`config.mk`:
```
export PLATFORM = sky130hd
export DESIGN_NAME = switch_conditioner
export DESIGN_NICKNAME = d
export VERILOG_FILES = /design/src/rtl/switch_conditioner.sv
export SDC_FILE = /design/constraint.sdc
export NUM_CORES = 1
export LEC_CHECK = 0
export ABC_AREA = 1
export CORE_MARGIN = 2
export CORE_UTILIZATION = 63
export DETAILED_ROUTE_END_ITERATION = 12
export GPL_TIMING_DRIVEN = 0
export HOLD_SLACK_MARGIN = 0.12
export PLACE_DENSITY = 0.88
export SYNTH_ARGS = -nofsm -noshare
export SYNTH_HDL_FRONTEND = slang
export SYNTH_SLANG_ARGS = --single-unit
```
`constraint.sdc`:
```
create_clock -name i_Clk -period 1.9 [get_ports i_Clk]
set_clock_uncertainty 0.1 [all_clocks]
set_input_delay 0.285 -clock i_Clk [delete_from_list [all_inputs] [get_ports i_Clk]]
set_output_delay 0.285 -clock i_Clk [all_outputs]
set_load 0.01 [all_outputs]
```
`src/rtl/switch_conditioner.sv`:
```
`default_nettype none
// ============================================================================
// Module   : switch_conditioner
// Purpose  : Synchronises, debounces and holds one raw push-button level, and
//            emits one-cycle press, release and long-press strobes. Defining
//            SWITCH_COND_REPEAT_EN adds a periodic repeat strobe while the
//            button stays held after a long press.
// Revision : 1.0  initial release
// ============================================================================
module switch_conditioner #(
    parameter int DEBOUNCE_LIMIT = 250000,
    parameter int HOLD_LIMIT     = 25000000,
    parameter int REPEAT_PERIOD  = 5000000
) (
    input  logic i_Clk,
    input  logic i_Rst,
    input  logic i_Switch,
    output logic o_Switch,
    output logic o_Press,
    output logic o_Release,
    output logic o_Long_Press,
    output logic o_Repeat
);

    localparam int c_DB_W   = $clog2(DEBOUNCE_LIMIT) + 1;
    localparam int c_HOLD_W = $clog2(HOLD_LIMIT) + 1;

    // Debounce counter saturates at LIMIT-1; the level is accepted on the
    // cycle the counter would step from LIMIT-2 to LIMIT-1.
    localparam logic [c_DB_W-1:0]   c_DB_LAST  = c_DB_W'(DEBOUNCE_LIMIT - 1);
    localparam logic [c_DB_W-1:0]   c_DB_PRE   = c_DB_W'(DEBOUNCE_LIMIT - 2);
    localparam logic [c_HOLD_W-1:0] c_HOLD_MAX = c_HOLD_W'(HOLD_LIMIT);
    localparam logic [c_HOLD_W-1:0] c_HOLD_PRE = c_HOLD_W'(HOLD_LIMIT - 1);

    typedef enum logic [1:0] {
        S_LOW  = 2'd0,
        S_RISE = 2'd1,
        S_HIGH = 2'd2,
        S_FALL = 2'd3
    } state_t;

    logic                r_sync1;
    logic                r_sync2;
    state_t              r_state;
    state_t              w_state_next;
    logic [c_DB_W-1:0]   r_db_cnt;
    logic [c_DB_W-1:0]   w_db_cnt_next;
    logic [c_HOLD_W-1:0] r_hold_cnt;
    logic [c_HOLD_W-1:0] w_hold_cnt_next;
    logic                w_press_next;
    logic                w_release_next;
    logic                w_long_next;
    logic                w_held_now;
    logic                w_held_next;

    // Two-flop synchroniser for the asynchronous pin.
    always_ff @(posedge i_Clk or posedge i_Rst) begin
        if (i_Rst) begin
            r_sync1 <= 1'b0;
            r_sync2 <= 1'b0;
        end else begin
            r_sync1 <= i_Switch;
            r_sync2 <= r_sync1;
        end
    end

    // Debounce FSM next-state, debounce counter and press/release decode.
    always_comb begin
        w_state_next   = r_state;
        w_db_cnt_next  = r_db_cnt;
        w_press_next   = 1'b0;
        w_release_next = 1'b0;
        case (r_state)
            S_LOW: begin
                if (r_sync2) begin
                    w_db_cnt_next = '0;
                    w_state_next  = S_RISE;
                end
            end
            S_RISE: begin
                if (!r_sync2) begin
                    w_state_next = S_LOW;
                end else begin
                    if (r_db_cnt != c_DB_LAST) w_db_cnt_next = r_db_cnt + 1'b1;
                    if (r_db_cnt == c_DB_PRE) begin
                        w_state_next = S_HIGH;
                        w_press_next = 1'b1;
                    end
                end
            end
            S_HIGH: begin
                if (!r_sync2) begin
                    w_db_cnt_next = '0;
                    w_state_next  = S_FALL;
                end
            end
            S_FALL: begin
                if (r_sync2) begin
                    w_state_next = S_HIGH;
                end else begin
                    if (r_db_cnt != c_DB_LAST) w_db_cnt_next = r_db_cnt + 1'b1;
                    if (r_db_cnt == c_DB_PRE) begin
                        w_state_next   = S_LOW;
                        w_release_next = 1'b1;
                    end
                end
            end
            default: w_state_next = S_LOW;
        endcase
    end

    // Hold counter only advances while the press persists into the next
    // cycle, so the long-press strobe can never collide with a release.
    always_comb begin
        w_held_now      = (r_state == S_HIGH) || (r_state == S_FALL);
        w_held_next     = (w_state_next == S_HIGH) || (w_state_next == S_FALL);
        w_hold_cnt_next = r_hold_cnt;
        w_long_next     = 1'b0;
        if (w_press_next) begin
            w_hold_cnt_next = '0;
        end else if (w_held_now && w_held_next) begin
            if (r_hold_cnt != c_HOLD_MAX) w_hold_cnt_next = r_hold_cnt + 1'b1;
            w_long_next = (r_hold_cnt == c_HOLD_PRE);
        end
    end

    // State, counters and registered outputs.
    always_ff @(posedge i_Clk or posedge i_Rst) begin
        if (i_Rst) begin
            r_state      <= S_LOW;
            r_db_cnt     <= '0;
            r_hold_cnt   <= '0;
            o_Switch     <= 1'b0;
            o_Press      <= 1'b0;
            o_Release    <= 1'b0;
            o_Long_Press <= 1'b0;
        end else begin
            r_state      <= w_state_next;
            r_db_cnt     <= w_db_cnt_next;
            r_hold_cnt   <= w_hold_cnt_next;
            o_Switch     <= w_held_next;
            o_Press      <= w_press_next;
            o_Release    <= w_release_next;
            o_Long_Press <= w_long_next;
        end
    end

`ifdef SWITCH_COND_REPEAT_EN
    localparam int c_REP_W = $clog2(REPEAT_PERIOD) + 1;
    localparam logic [c_REP_W-1:0] c_REP_LAST = c_REP_W'(REPEAT_PERIOD - 1);

    logic               r_rep_active;
    logic               w_rep_active_next;
    logic [c_REP_W-1:0] r_rep_cnt;
    logic [c_REP_W-1:0] w_rep_cnt_next;
    logic               w_repeat_next;

    // Repeat timer armed by the long press, running while the press lasts.
    always_comb begin
        w_rep_active_next = r_rep_active;
        w_rep_cnt_next    = r_rep_cnt;
        w_repeat_next     = 1'b0;
        if (!w_held_next) begin
            w_rep_active_next = 1'b0;
            w_rep_cnt_next    = '0;
        end else if (w_long_next) begin
            w_rep_active_next = 1'b1;
            w_rep_cnt_next    = '0;
        end else if (r_rep_active) begin
            if (r_rep_cnt == c_REP_LAST) begin
                w_repeat_next  = 1'b1;
                w_rep_cnt_next = '0;
            end else begin
                w_rep_cnt_next = r_rep_cnt + 1'b1;
            end
        end
    end

    // Repeat timer registers and strobe.
    always_ff @(posedge i_Clk or posedge i_Rst) begin
        if (i_Rst) begin
            r_rep_active <= 1'b0;
            r_rep_cnt    <= '0;
            o_Repeat     <= 1'b0;
        end else begin
            r_rep_active <= w_rep_active_next;
            r_rep_cnt    <= w_rep_cnt_next;
            o_Repeat     <= w_repeat_next;
        end
    end
`else
    // Without the repeat timer the strobe is tied low for any period value.
    localparam logic c_REPEAT_OFF = (REPEAT_PERIOD > 0) ? 1'b0 : 1'b0;
    assign o_Repeat = c_REPEAT_OFF;
`endif

endmodule
`default_nettype wire

```
# Word level (Yosys, flattened, before mapping)
# Index checks and enable logic that the tools add are counted.
dict set report op_classes {
  addsub 2
  n_eq_ne 13
  mux 23
  reduce_logical 8
}
# op count
set op_table {}
lappend op_table {{$mux W19} 5}
lappend op_table {{$mux W26} 3}
lappend op_table {{$pmux W19 S4} 1}
lappend op_table {{$add A26 B1 Y26 const B} 1}
lappend op_table {{$eq A26 B25 Y1 const B} 1}
lappend op_table {{$ne A26 B25 Y1 const B} 1}
lappend op_table {{$add A19 B1 Y19 const B} 1}
lappend op_table {{$eq A19 B18 Y1 const B} 1}
lappend op_table {{$ne A19 B18 Y1 const B} 1}
lappend op_table {{$mux W2} 6}
lappend op_table {{$eq A2 B2 Y1 const B} 4}
lappend op_table {{$ne A2 B2 Y1 const B} 4}
lappend op_table {{$pmux W2 S4} 1}
lappend op_table {{$mux W1} 7}
lappend op_table {{$reduce_and A4 Y1} 1}
lappend op_table {{$reduce_bool A2 Y1} 2}
lappend op_table {{$eq A2 B1 Y1 const B} 1}
lappend op_table {{$logic_not A2 Y1} 1}
lappend op_table {{$logic_or A1 B1 Y1} 2}
lappend op_table {{$reduce_and A2 Y1} 1}
lappend op_table {{$logic_and A1 B1 Y1} 1}
dict set report totals {
  regBits 53
  inputBits 3
  out_inout_bits 5
  wordCells 55
}

# Depth between registers and ports, before layout
# Gate-level depths: netlist (run 1).
dict set report logic_depth {
  ltp_word 9
  mapped_depth 12
  ltp_nobuf 12
}

# Least setup slack after synthesis (run 1)
# Ideal clock, no wire load.
dict set report synth_path {
  path_type {register to register}
  start {reg r_db_cnt[0]}
  end {reg r_hold_cnt[11]}
  setup_ns 0.118
  arrival_time_ns 1.529
  required_time_ns 1.682
  setup_slack_ns 0.153
  stages_incl_launch_ff 11
  n_path_buf 1
  period_less_slack_ns 1.747
  path_cell_list {dfrtp_1 inv_1 ha_1 inv_1 nor3_2 nand3_4 nor2_2 nand2_4 buf_6 nand3_1 nand2_1}
}
dict set report synth_via {
  elab_chain_cells 9
  elab_cells_between_ends 17
  classes_between {3 x eq/ne; 9 x mux; 5 x reduce/logical}
}
# element line_no
set synth_rtl {}
lappend synth_rtl {{start: declaration} 46} ;# logic [c_DB_W-1:0] r_db_cnt;
lappend synth_rtl {{start signal: assignment} 139} ;# r_db_cnt <= w_db_cnt_next;
lappend synth_rtl {{$eq A19 B18 Y1 (*)} {85, 102}}
lappend synth_rtl {{$mux W2 (on tied branches)} {102, 85}}
lappend synth_rtl {{$mux W2 (on tied branches)} {98, 81}}
lappend synth_rtl {{$pmux W2 S4} 73} ;# case (r_state)
lappend synth_rtl {{$eq A2 B2 Y1} 116} ;# w_held_next = (w_state_next == S_HIGH) || (w_state_next == S_FALL);
lappend synth_rtl {{$logic_or A1 B1 Y1} 116}
lappend synth_rtl {{$logic_and A1 B1 Y1} 121} ;# end else if (w_held_now && w_held_next) begin
lappend synth_rtl {{$reduce_bool A2 Y1 (no source line)} n/a}
lappend synth_rtl {{$reduce_and A2 Y1 (no source line)} n/a}
lappend synth_rtl {{end signal: assignment} 140} ;# r_hold_cnt <= w_hold_cnt_next;
lappend synth_rtl {{end: declaration} 48} ;# logic [c_HOLD_W-1:0] r_hold_cnt;
# Every way passes the cells marked *; elsewhere a longest branch is shown, timed or not.
# A chain may end at the register's enable or synchronous reset.

# Worst setup path after layout (run 1)
dict set report layout_path {
  start {reg r_db_cnt[0]}
  end {reg r_hold_cnt[0]}
}
# Same word-level chain as after synthesis.

==> results of run 1 <==
## stage by stage
stage	TNS (ps)	utilization (%)
2_1_floorplan	0	-
3_3_place_gp	-41100	66.9
3_5_place_dp	-3260	67.2
4_1_cts	-29.8	69.6
5_1_grt	-1700	73.5
6_report	-160	73.5
## worst max path at each step
| stage | from | endpoint | slack (ps) | cells after the start |
|---|---|---|---|---|
| after floorplan | r_db_cnt[0]$_DFFE_PP0P_ | r_hold_cnt[11]$_DFFE_PP0P_ | 150 | 10 |
| after global placement | i_Rst | r_hold_cnt[6]$_DFFE_PP0P_ | -760 | 2 |
| after detailed placement | r_db_cnt[0]$_DFFE_PP0P_ | r_db_cnt[13]$_DFFE_PP0P_ | -170 | 9 |
| after CTS | r_hold_cnt[1]$_DFFE_PP0P_ | r_hold_cnt[24]$_DFFE_PP0P_ | -20 | 12 |
| after global routing | r_db_cnt[0]$_DFFE_PP0P_ | r_hold_cnt[0]$_DFFE_PP0P_ | -110 | 10 |
| final | r_db_cnt[0]$_DFFE_PP0P_ | r_hold_cnt[0]$_DFFE_PP0P_ | -50 | 10 |
## per-layer routing
layer,GRT usage [%],up-vias,share of wire [%]
li1,-,1804,-
met1,36.3,1748,40
met2,55.2,162,51
met3,4.33,38,5.4
met4,17.5,0,3.8
met5,0,-,0
## final cells by class
class,count,share of cell area (%)
Timing Repair Buffer,22,4.92
Tap cell,75,2.20
Clock buffer,5,1.61
Buffer,16,3.60
Sequential cell,52,30.6
Clock inverter,3,0.439
Multi-Input combinational cell,422,52.3
Inverter,49,4.33
## critical path, delay by kind of cell, from the launching register on
family / cells / cell delay [ps]
flip-flops: 1 / 440
buffers and inverters: 3 / 380
AND/OR/NAND/NOR: 6 / 740
adder cells (fa/ha/maj): 1 / 180
## registers in the layout, indices dropped and copies added, names as in the netlist
signal	flops
r_state	1
r_db_cnt	19
o_Press	1
o_Long_Press	1
o_Release	1
o_Switch	1
r_sync2	1
r_sync1	1
r_hold_cnt	26
## power by group through the flow
stage               logic (mW)  clock network, mW  registers (mW)
detailed placement      0.0891                  0            1.15
global placement        0.0808                  0            1.15
global route             0.127              0.717            1.13
finish                   0.114              0.655            1.13
CTS                      0.100              0.663            1.13
floorplan               0.0590                  0            1.15
## kinds of logic (layout without fill, tap and decap cells)
kind of cell	count (synthesis)	count (layout)	share of synthesized area [%]
AND/OR/NAND/NOR	374	376	47.8
buffers and inverters	65	95	8.44
flip-flops	52	52	34.8
AO/OA/AOI/OAI	25	25	3.69
XOR/XNOR	16	16	3.75
adder cells (fa/ha/maj)	4	4	1.34
other	1	1	0.100
## cell usage after synthesis (all sizes together), types with 2 or more instances
cell type  count  area, sq um
nand2        191          771
xor2           8         70.1
xnor2          8         70.1
buf           15          126
nor2          75          309
o21ai         20          100
dfrtp         52         1300
nand3         57          373
o31ai          2         15.0
nor3          11         60.1
nand4         30          200
inv           48          180
nor3b          2         15.0
nand3b         7         52.6
ha             4         50.1
## timing repair
item / 4_1_cts / 5_1_grt
gates cloned: 1 / 2
pin swaps: 0 / 8
setup endpoints to repair: 43 / 44
gates resized for setup: 9 / 31
hold buffers: 0 / 0
setup buffers: 2 / 12
==> impl_results.md, run 1 <==
- Root buffer cell: clkbuf_8
- Worst Path Arrival: 2060 ps
- CP max-delay cell: dfrtp_2
- Reg-to-reg slack, setup: -50 ps
- Setup crit end kind: flop
- Clock tree buffer depth: 2
- Clk pin slew, worst setup/hold paths: 110 ps
- Routability Congestion: 0.973
- Max_slew headroom: 64.4%
- Commonest non-fill, non-tap cells in the layout: 181 x nand2_1, 63 x nor2_1, 47 x dfrtp_1
- Critical path peak fanout: 10
- Register-to-Register Path Depth: 10
- Sw frac: 25.7%
- Hold Vio Cnt, Final: 0
- Die Area: 0.00656 sq mm
- Final instance area: 0.00427 sq mm
- Clock power share: 34.5%
- Antenna Nets Post-Route: 0
- Die H: 81.0 um
- Storage cell area: 0.00131 sq mm
- Worst reg2reg startpoint: r_db_cnt[0]$_DFFE_PP0P_
- Tot GR Track Use: 31.2%
- Worst-skew pair later-pin latency: 320 ps
- Internal power: 1.41 mW
- Ant diodes: 0
- Psw: 488 uW
- Final-report setup violation count: 9
- Share of cells above drive strength 1: 18.1%
- Flops & latches, synth: 52
- Top FF cell, synth: dfrtp_1
- Wire length per cell: 15.7 um
- Vias post-DR: 3752
- Drt drc: 0
- Final #Nets: 575
- Vias/cell: 5.83
- Vias in the first global route: 3492
- Unrepaired setup endpoints after global routing: yes
- Detailed placement HPWL: 6900 um
- Failing checks: setup timing
- Slew @ Worst Pin: 534 ps
- Period minus WS final: 1950 ps
- Initial antenna violation count: 0
- Mapped Area: 0.00373 sq mm
- Area occupied by multi-input gates: 0.00223 sq mm
- EDFF count, synth: 0
- CTS tree: built
- Total Wirelength: 10100 um
- Synthesis Warnings: 0
- Place WS: -167 ps
- Distinct cells, synth: 36
- Area Overhead vs Synth: 14.4%
- Core box area: 0.00582 sq mm
- Crit path largest cell delay: 440 ps
- Max-cap violations: 0
- Comb power frac: 6.0%
- Row count: 28
- R2r endpoint: r_hold_cnt[0]$_DFFE_PP0P_
- Syn Nets: 544
- Cells after Synth: 537
- Peak supply drop: 353 uV
- Final hold slack: 171 ps
- DRT iter0 DRCs: 313
- Die width: 81.0 um
- Period utilization: 103%
- Slack of the critical path: -48.0 ps
- Placed Instances: 619
- CP required: 2020 ps
- CP Launch Type: flop
- Status: complete, but fails checks
- H-tree Lvls: 2
- Count of non-filler cells in the finished layout: 644
- Largest net degree at the start of global routing: 36
- PnR Total Power: 1.90 mW
- CTS buffer count: 5
- Pwr dens: 445 mW/mm^2
- Syn avg cell area: 6.95 sq um
- First-pass DRT Iterations: 5
- CTS sink cnt: 52
- Crit Path Class: reg2reg
- Sequential power share: 59.5%
- Critical path cell sequence: inv_1 > ha_1 > inv_2 > nor2_1 > nand3_1 > nor2_2 > nand4_4 > buf_2 > nand4_1 > nand2_1
- Gr ovfl total: 0
- Global-route wire length before repair: 15800 um
- Async SR Flop Fraction: 100%
- Final-report max-slew violation count: 0
- Max Clock Freq: 513 MHz
- Most common cell after layout, fill and taps aside: nand2_1
- Initial core utilization: 64.2%
- DP Area: 0.00391 sq mm
- Classification of the worst-slack hold path: in2async
- Fillers: 446
- Boundary Pins: 8
- Sequential area share after synthesis: 34.8%
- IO buf count: 6
- Leakage: 1.93 nW
No activity file was read; power rests on OpenSTA's default activity.
==> run 2: changes to the inputs <==
--- a/config.mk
+++ b/config.mk
@@ -8,9 +8,11 @@
 export ABC_AREA = 1
 export CORE_MARGIN = 2
 export CORE_UTILIZATION = 63
+export CTS_CLUSTER_DIAMETER = 60
 export DETAILED_ROUTE_END_ITERATION = 12
 export GPL_TIMING_DRIVEN = 0
 export HOLD_SLACK_MARGIN = 0.12
+export MAX_ROUTING_LAYER = met4
 export PLACE_DENSITY = 0.88
 export SYNTH_ARGS = -nofsm -noshare
 export SYNTH_HDL_FRONTEND = slang
==> run 2 against run 1 <==
Against the previous run: the flow still finishes with violations (setup timing); via count rose by 1.8%; critical path depth rose by 1; sequential share of layout area fell by 0.69 points; combinational power rose by 16%; fmax rose by 0.83%; wire length rose by 5.9%; worst hold slack got worse by 10 ps; non-clock buffer count rose by 3.
==> impl_results.md, run 2 (synthesis results as in run 1) <==
- Die Area: 0.00656 sq mm (unchanged)
- Area Overhead vs Synth: 16.9%
- Failing checks: setup timing
- IO buf count: 6 (unchanged)
- Reg with most FFs: r_hold_cnt
- Global-route wire length before repair: 16400 um (+3.7%)
- Wire length on met2: 5410 um (+5.8%)
- Sw frac: 25.7% (about the same)
- H-tree Lvls: 2 (unchanged)
- Drt drc: 0 (unchanged)
- Period minus WS final: 1930 ps (-16.1 ps)
- Critical path cell sequence: inv_2 > ha_4 > inv_4 > nor3_4 > nand3_4 > nand2_4 > nand2_8 > nand2_4 > nand2_8 > nand2_1 > nand2_1
- Classification of the worst-slack hold path: in2async
- Detailed placement HPWL: 6960 um (+0.78%)
- Vias in the first global route: 3583 (+2.6%)
- Critical path peak fanout: 5 (-5)
- CP max-delay cell: dfrtp_2
- Gr ovfl total: 0 (unchanged)
- Psw: 505 uW (+3.5%)
- Tot GR Track Use: 33.1% (+1.9 points)
- Final instance area: 0.00437 sq mm (+2.2%)
- Unrepaired setup endpoints after global routing: yes
- Clock power share: 35.8% (+1.3 points)
- Antenna Nets Post-Route: 0 (unchanged)
- Worst Path Arrival: 2040 ps (-20 ps)
- Pwr dens: 451 mW/mm^2 (+1.2%)
- Hold Vio Cnt, Final: 0 (unchanged)
- Routability Congestion: 0.983 (+1.0%)
- Period utilization: 102% (-0.85 points)
- Die width: 81.0 um (unchanged)
- Final #Nets: 579 (+0.70%)
- Total Wirelength: 10700 um (+5.9%)
- Die H: 81.0 um (unchanged)
- Clk pin slew, worst setup/hold paths: 100 ps (about the same)
- PnR Total Power: 1.97 mW (+3.5%)
- Wire length per cell: 16.5 um (+5.2%)
- Max_slew headroom: 64.6% (+0.16 points)
- Status: complete, but fails checks
- CP Launch Type: flop
- Vias post-DR: 3821 (+1.8%)
- Final setup TNS: -35.7 ps (+125 ps)
- Final hold slack: 160 ps (-10.4 ps)
- Peak supply drop: 321 uV (-9.2%)
- Initial antenna violation count: 0 (unchanged)
- CTS tree: built
- Core box area: 0.00582 sq mm (unchanged)
- Largest net degree at the start of global routing: 37 (+2.8%)
- CTS sink cnt: 52 (unchanged)
- Final-report setup violation count: 2 (-7)
- Top routing layer used: met4
- Max-cap violations: 0 (unchanged)
- Row count: 28 (unchanged)
- Comb power frac: 6.7% (+0.7 points)
- Slack of the critical path: -31.9 ps (+16.1 ps)
- Crit path largest cell delay: 450 ps (about the same)
- Root buffer cell: clkbuf_8
- Metal-1 WL: 4110 um (+1.6%)
- DP Area: 0.00391 sq mm (unchanged)
- Crit Path Class: reg2reg
- First-pass DRT Iterations: 6 (+1)
- Max reg flops: 26 (unchanged)
- Internal power: 1.46 mW (+3.5%)
- DRT iter0 DRCs: 293 (-6.4%)
- Share of cells above drive strength 1: 19.7% (+1.6 points)
- CTS buffer count: 5 (unchanged)
- Initial core utilization: 64.2% (unchanged)
- Biggest regs: r_hold_cnt x26, r_db_cnt x19
- Vias/cell: 5.90 (+1.2%)
- Boundary Pins: 8 (unchanged)
- Max Clock Freq: 518 MHz (+0.83%)
- Most common cell after layout, fill and taps aside: nand2_1
- Clock tree buffer depth: 2 (unchanged)
- Final-report max-slew violation count: 0 (unchanged)
- Routed wl met3: 709 um (+29%)
- Leakage: 1.97 nW (+1.7%)
- CP required: 2010 ps (about the same)
- Worst-skew pair later-pin latency: 320 ps (about the same)
- Commonest non-fill, non-tap cells in the layout: 178 x nand2_1, 62 x nor2_1, 48 x dfrtp_1
- Ant diodes: 0 (unchanged)
- Setup crit end kind: flop
- Sequential power share: 57.5% (-2.0 points)
- Slew @ Worst Pin: 531 ps (-2.38 ps)
==> run 2: cell types whose count changed in the layout (fill, tap and decap cells not counted), moves of 2 or more <==
| cell | delta |
|---|---|
| buf_4 | +5 |
| clkinv_2 | -2 |
| nand2_1 | -3 |
| nand2_2 | +3 |
| nand3_1 | -2 |
| nand3_2 | +2 |
| nor2_4 | +2 |
==> run 2: metal layers <==
layer / GRT usage (%) / vias to the layer above
met2: 55.5 / 187
met3: 5.44 / 54
met1: 38.6 / 1772
li1: - / 1808
met5: - / -
met4: 16.6 / 0
==> run 2: area by class of cell <==
cell class	count	area, sq um
clock buffers	7	86.3
repair buffers	25	233
well taps	75	93.8
plain buffers	16	153
clock inverters	1	7.51
flip-flops and latches	52	1310
fillers	464	1450
multi-input cells	423	2300
inverters	49	188
==> run 2: final timing paths <==
path,from,end,slack [ps],cells past startpoint
hold reg to reg,r_sync1$_DFF_PP0_,r_sync2$_DFF_PP0_,260,0
setup reg to reg,r_db_cnt[0]$_DFFE_PP0P_,r_hold_cnt[25]$_DFFE_PP0P_,-30,11
setup / recovery,r_db_cnt[0]$_DFFE_PP0P_,r_hold_cnt[25]$_DFFE_PP0P_,-30,11
min in group i_Clk,r_sync1$_DFF_PP0_,r_sync2$_DFF_PP0_,260,0
max in group asynchronous,i_Rst,r_hold_cnt[7]$_DFFE_PP0P_,990,3
hold / removal,i_Rst,r_db_cnt[14]$_DFFE_PP0P_,160,2
==> run 2: metrics by stage <==
step	cells	util [%]	setup slack, ps
CTS	633	70.8	3.02
global placement	618	66.9	-770
detailed placement	619	67.2	-165
floorplan	537	-	153
finish	648	75.1	-31.9
global route	648	75.1	-159
==> run 2: critical path, delay by kind of cell, from the launching register on <==
| kind | cells | cell delay (ps) |
|---|---|---|
| and+or+nand+nor | 8 | 980 |
| adders and majority gates | 1 | 150 |
| DFF | 1 | 450 |
| buffers and inverters | 2 | 130 |
==> run 2: power by group through the flow <==
stage               clock [mW]  combinational (mW)  sequential, mW
CTS                      0.690               0.103            1.13
global placement             0              0.0814            1.15
global route             0.751               0.146            1.13
finish                   0.705               0.132            1.13
floorplan                    0              0.0590            1.15
detailed placement           0              0.0884            1.15
==> run 2: what timing repair did <==
action	CTS	global route
setup endpoints to repair	45	43
cloned	0	4
hold buffers	0	0
gates resized for setup	17	34
buffers inserted	6	11
pin swaps	3	15
==> run 3: changes to the inputs <==
--- a/config.mk
+++ b/config.mk
@@ -5,15 +5,15 @@
 export SDC_FILE = /design/constraint.sdc
 export NUM_CORES = 1
 export LEC_CHECK = 0
-export ABC_AREA = 1
+export ABC_AREA = 0
 export CORE_MARGIN = 2
-export CORE_UTILIZATION = 63
+export CORE_UTILIZATION = 61
 export CTS_CLUSTER_DIAMETER = 60
 export DETAILED_ROUTE_END_ITERATION = 12
 export GPL_TIMING_DRIVEN = 0
 export HOLD_SLACK_MARGIN = 0.12
 export MAX_ROUTING_LAYER = met4
-export PLACE_DENSITY = 0.88
+export PLACE_DENSITY = 0.86
 export SYNTH_ARGS = -nofsm -noshare
 export SYNTH_HDL_FRONTEND = slang
 export SYNTH_SLANG_ARGS = --single-unit
==> run 3 against run 2 <==
Against the previous run: flip-flop and latch count stayed put; register-to-register slack got worse by 480 ps; fmax fell by 20%; clock power grew 28%; worst setup slack got worse by 480 ps; highest routed layer unchanged; first-iteration DRC count grew to 3.0 times the previous value; non-clock buffer count is 41 higher; combinational power grew 9.8%; synthesized area down 22%; the flow still finishes with violations (setup timing).
==> impl_results.md, run 3 <==
- Mapped Area: 0.00291 sq mm (-22%)
- Worst-skew pair later-pin latency: 340 ps (+20 ps)
- Largest net degree at the start of global routing: 30 (-19%)
- Peak supply drop: 568 uV (+77%)
- Leakage: 1.76 nW (-10%)
- Gr ovfl total: 0 (unchanged)
- Crit path buffers/inverters: 1 (-1)
- CP max-delay cell: or4_4
- Top cell by count, worst path: or4_4
- Syn Nets: 316 (-42%)
- Flops & latches, synth: 52 (unchanged)
- Crit Path Class: reg2reg
- Final-report max-slew violation count: 0 (unchanged)
- Vias/cell: 8.43 (+43%)
- Initial antenna violation count: 0 (unchanged)
- Cts hold-fix bufs: 0 (unchanged)
- Critical path peak fanout: 4 (-1)
- Post-layout util: 92.2% (+17 points)
- Commonest non-fill, non-tap cells in the layout: 54 x buf_4, 40 x dfrtp_1, 22 x nand2_1
- EDFF count, synth: 0 (unchanged)
- Distinct cells, synth: 49 (+36%)
- Max reg flops: 26 (unchanged)
- Vias post-DR: 3759 (-1.6%)
- Final-report setup violation count: 44 (+42)
- DP Area: 0.00308 sq mm (-21%)
- CP required: 2000 ps (about the same)
- Vias in the first global route: 2831 (-21%)
- Worst Path Arrival: 2510 ps (+470 ps)
- Pwr dens: 508 mW/mm^2 (+13%)
- Tot GR Track Use: 38.6% (+5.5 points)
- Area occupied by multi-input gates: 0.00197 sq mm (-14%)
- Die Area: 0.00535 sq mm (-19%)
- Worst reg2reg startpoint: r_hold_cnt[4]$_DFFE_PP0P_
- Clk pin slew, worst setup/hold paths: 110 ps (about the same)
- Initial core utilization: 62.5% (-1.7 points)
- Syn avg cell area: 9.43 sq um (+36%)
- Top FF cell, synth: dfrtp_1
- Period minus WS final: 2410 ps (+479 ps)
- Reg with most FFs: r_hold_cnt
- Final setup TNS: -8180 ps (-8140 ps)
- Unrepaired setup endpoints after global routing: yes
- Most common cell after layout, fill and taps aside: buf_4
- Synth top cells by count: 52 x dfrtp_1, 24 x nand2_1, 23 x a21oi_1
- Max_slew headroom: 52.1% (-12 points)
- Status: complete, but fails checks
- Hold Vio Cnt, Final: 0 (unchanged)
- First-pass DRT Iterations: 9 (+3)
- Classification of the worst-slack hold path: in2async
- Fillers: 134 (-71%)
- Max-cap violations: 0 (unchanged)
- Drt drc: 0 (unchanged)
- Antenna Nets Post-Route: 0 (unchanged)
- Final instance area: 0.00430 sq mm (-1.5%)
- Reg-to-reg slack, setup: -510 ps (-480 ps)
- Synthesis Warnings: 0 (unchanged)
- Global-route wire length before repair: 14800 um (-9.6%)
- Register-to-Register Path Depth: 6 (-5)
- Routability Congestion: 0.990 (+0.68%)
- Storage cell area: 0.00132 sq mm (+0.77%)
- Crit path largest cell delay: 550 ps (+100 ps)
- Synth top area share: 44.7% (+9.8 points)
- Biggest regs: r_hold_cnt x26, r_db_cnt x19
- Count leader, synth: dfrtp_1
- Core box area: 0.00466 sq mm (-20%)
- Detailed placement HPWL: 4490 um (-36%)
- Period utilization: 127% (+25 points)
- CP delay by family, top: simple AND/OR/NAND/NOR gates
- CP Launch Type: flop
- Sequential area share after synthesis: 44.7% (+9.8 points)
- Failing checks: setup timing
- CTS buffer count: 5 (unchanged)
- Slack of the critical path: -511 ps (-479 ps)
- Total Wirelength: 14700 um (+38%)
- Slew @ Worst Pin: 713 ps (+182 ps)
- Die H: 73.1 um (-9.7%)
- CTS sink cnt: 52 (unchanged)
- Top post-synthesis cells by area: dfrtp_1 45%, a21oi_1 4.0%, xnor2_1 3.6%, nand2_1 3.1%, or4_1 3.1%
- Critical path cell sequence: or4_4 > or4_4 > nor2_4 > buf_4 > or3_1 > a21oi_1
- Cells after Synth: 309 (-42%)
- Ant diodes: 0 (unchanged)
- Setup crit end kind: flop
- Largest area contributor in the netlist: dfrtp_1
- Row count: 25 (-11%)
- Root buffer cell: clkbuf_8
- H-tree Lvls: 2 (unchanged)
- IO buf count: 6 (unchanged)
- Die width: 73.1 um (-9.7%)
- Boundary Pins: 8 (unchanged)
- Share of cells above drive strength 1: 44.9% (+25 points)
- R2r endpoint: r_hold_cnt[0]$_DFFE_PP0P_
- Area Overhead vs Synth: 47.5%
- Async SR Flop Fraction: 100% (unchanged)
- Final #Nets: 398 (-31%)
- Wire length per cell: 33.0 um (+100%)
- CTS tree: built
- Max Clock Freq: 415 MHz (-20%)
- DRT iter0 DRCs: 865 (+200%)
- Clock tree buffer depth: 2 (unchanged)
-- run 3: cell count changes after synthesis, moves of 7 or more --
cell	before	now
nand3_2	15	1
nor4_1	0	7
or3_1	0	10
nand4_1	28	13
nand3_1	41	17
nand2_1	181	24
a21oi_1	0	23
or4_1	0	12
inv_1	44	12
nor2_1	68	20
-- run 3: layout make-up --
class                           instances  area share (%)
Buffer                                  5            1.46
Clock buffer                            7            2.24
Clock inverter                          1           0.698
Inverter                               12            1.14
Multi-Input combinational cell        238            45.8
Sequential cell                        52            30.6
Tap cell                               54            1.57
Timing Repair Buffer                   77            16.5
-- run 3: stage by stage --
stage / setup WS [ps] / instances / hold WS, ps / power, mW
2_1_floorplan: -70.4 / 309 / 216 / 1.20
3_3_place_gp: -723 / 369 / 235 / 1.22
3_5_place_dp: -303 / 370 / 240 / 1.23
4_1_cts: -242 / 411 / 238 / 2.06
5_1_grt: -555 / 446 / 282 / 2.20
6_report: -511 / 446 / 224 / 2.18
-- run 3: how the worst max path moves through the flow --
stage               cells after the start                         end  slack [ps]                      start
detailed placement                      8   r_hold_cnt[0]$_DFFE_PP0P_        -300   r_db_cnt[18]$_DFFE_PP0P_
CTS                                     5  r_hold_cnt[14]$_DFFE_PP0P_        -240  r_hold_cnt[2]$_DFFE_PP0P_
global route                            6   r_hold_cnt[0]$_DFFE_PP0P_        -560  r_hold_cnt[4]$_DFFE_PP0P_
global placement                        2   r_hold_cnt[1]$_DFFE_PP0P_        -720                      i_Rst
floorplan                               5  r_hold_cnt[14]$_DFFE_PP0P_         -70  r_hold_cnt[2]$_DFFE_PP0P_
finish                                  6   r_hold_cnt[0]$_DFFE_PP0P_        -510  r_hold_cnt[4]$_DFFE_PP0P_
-- run 3: cells by family after synthesis --
family / synth area share (%)
AOI/OAI and AO/OA: 11.6
xor gates and xnor gates: 4.81
adders and majority gates: 1.72
buffers and inverters: 3.43
DFF: 44.7
muxes: 2.10
other: 0.129
and+or+nand+nor: 31.5
-- run 3: worst reg2reg max path, delay by kind of cell (launching register included) --
kind | cells | cell delay [ps]
AOI/OAI and AO/OA | 1 | 160
and+or+nand+nor | 4 | 1420
buffers and inverters | 1 | 170
DFF | 1 | 410
-- run 3: power breakdown --
group          switching [mW]  leakage, nW  internal, mW
Combinational          0.0922        0.998        0.0530
Sequential             0.0153        0.698          1.12
Clock                   0.438       0.0645         0.466
-- run 3: timing repair --
action / in CTS / in global routing
gates resized for setup: 47 / 82
cloned: 1 / 3
pin swaps: 29 / 30
setup endpoints to repair: 42 / 43
buffers inserted: 35 / 32
-- run 3: layer usage --
layer	up-vias	routed length [um]	GRT usage, %
li1	1329	-	-
met1	1733	4720	49.2
met2	507	5950	57.9
met3	190	2530	9.81
met4	0	1510	18.1
met5	-	0	-
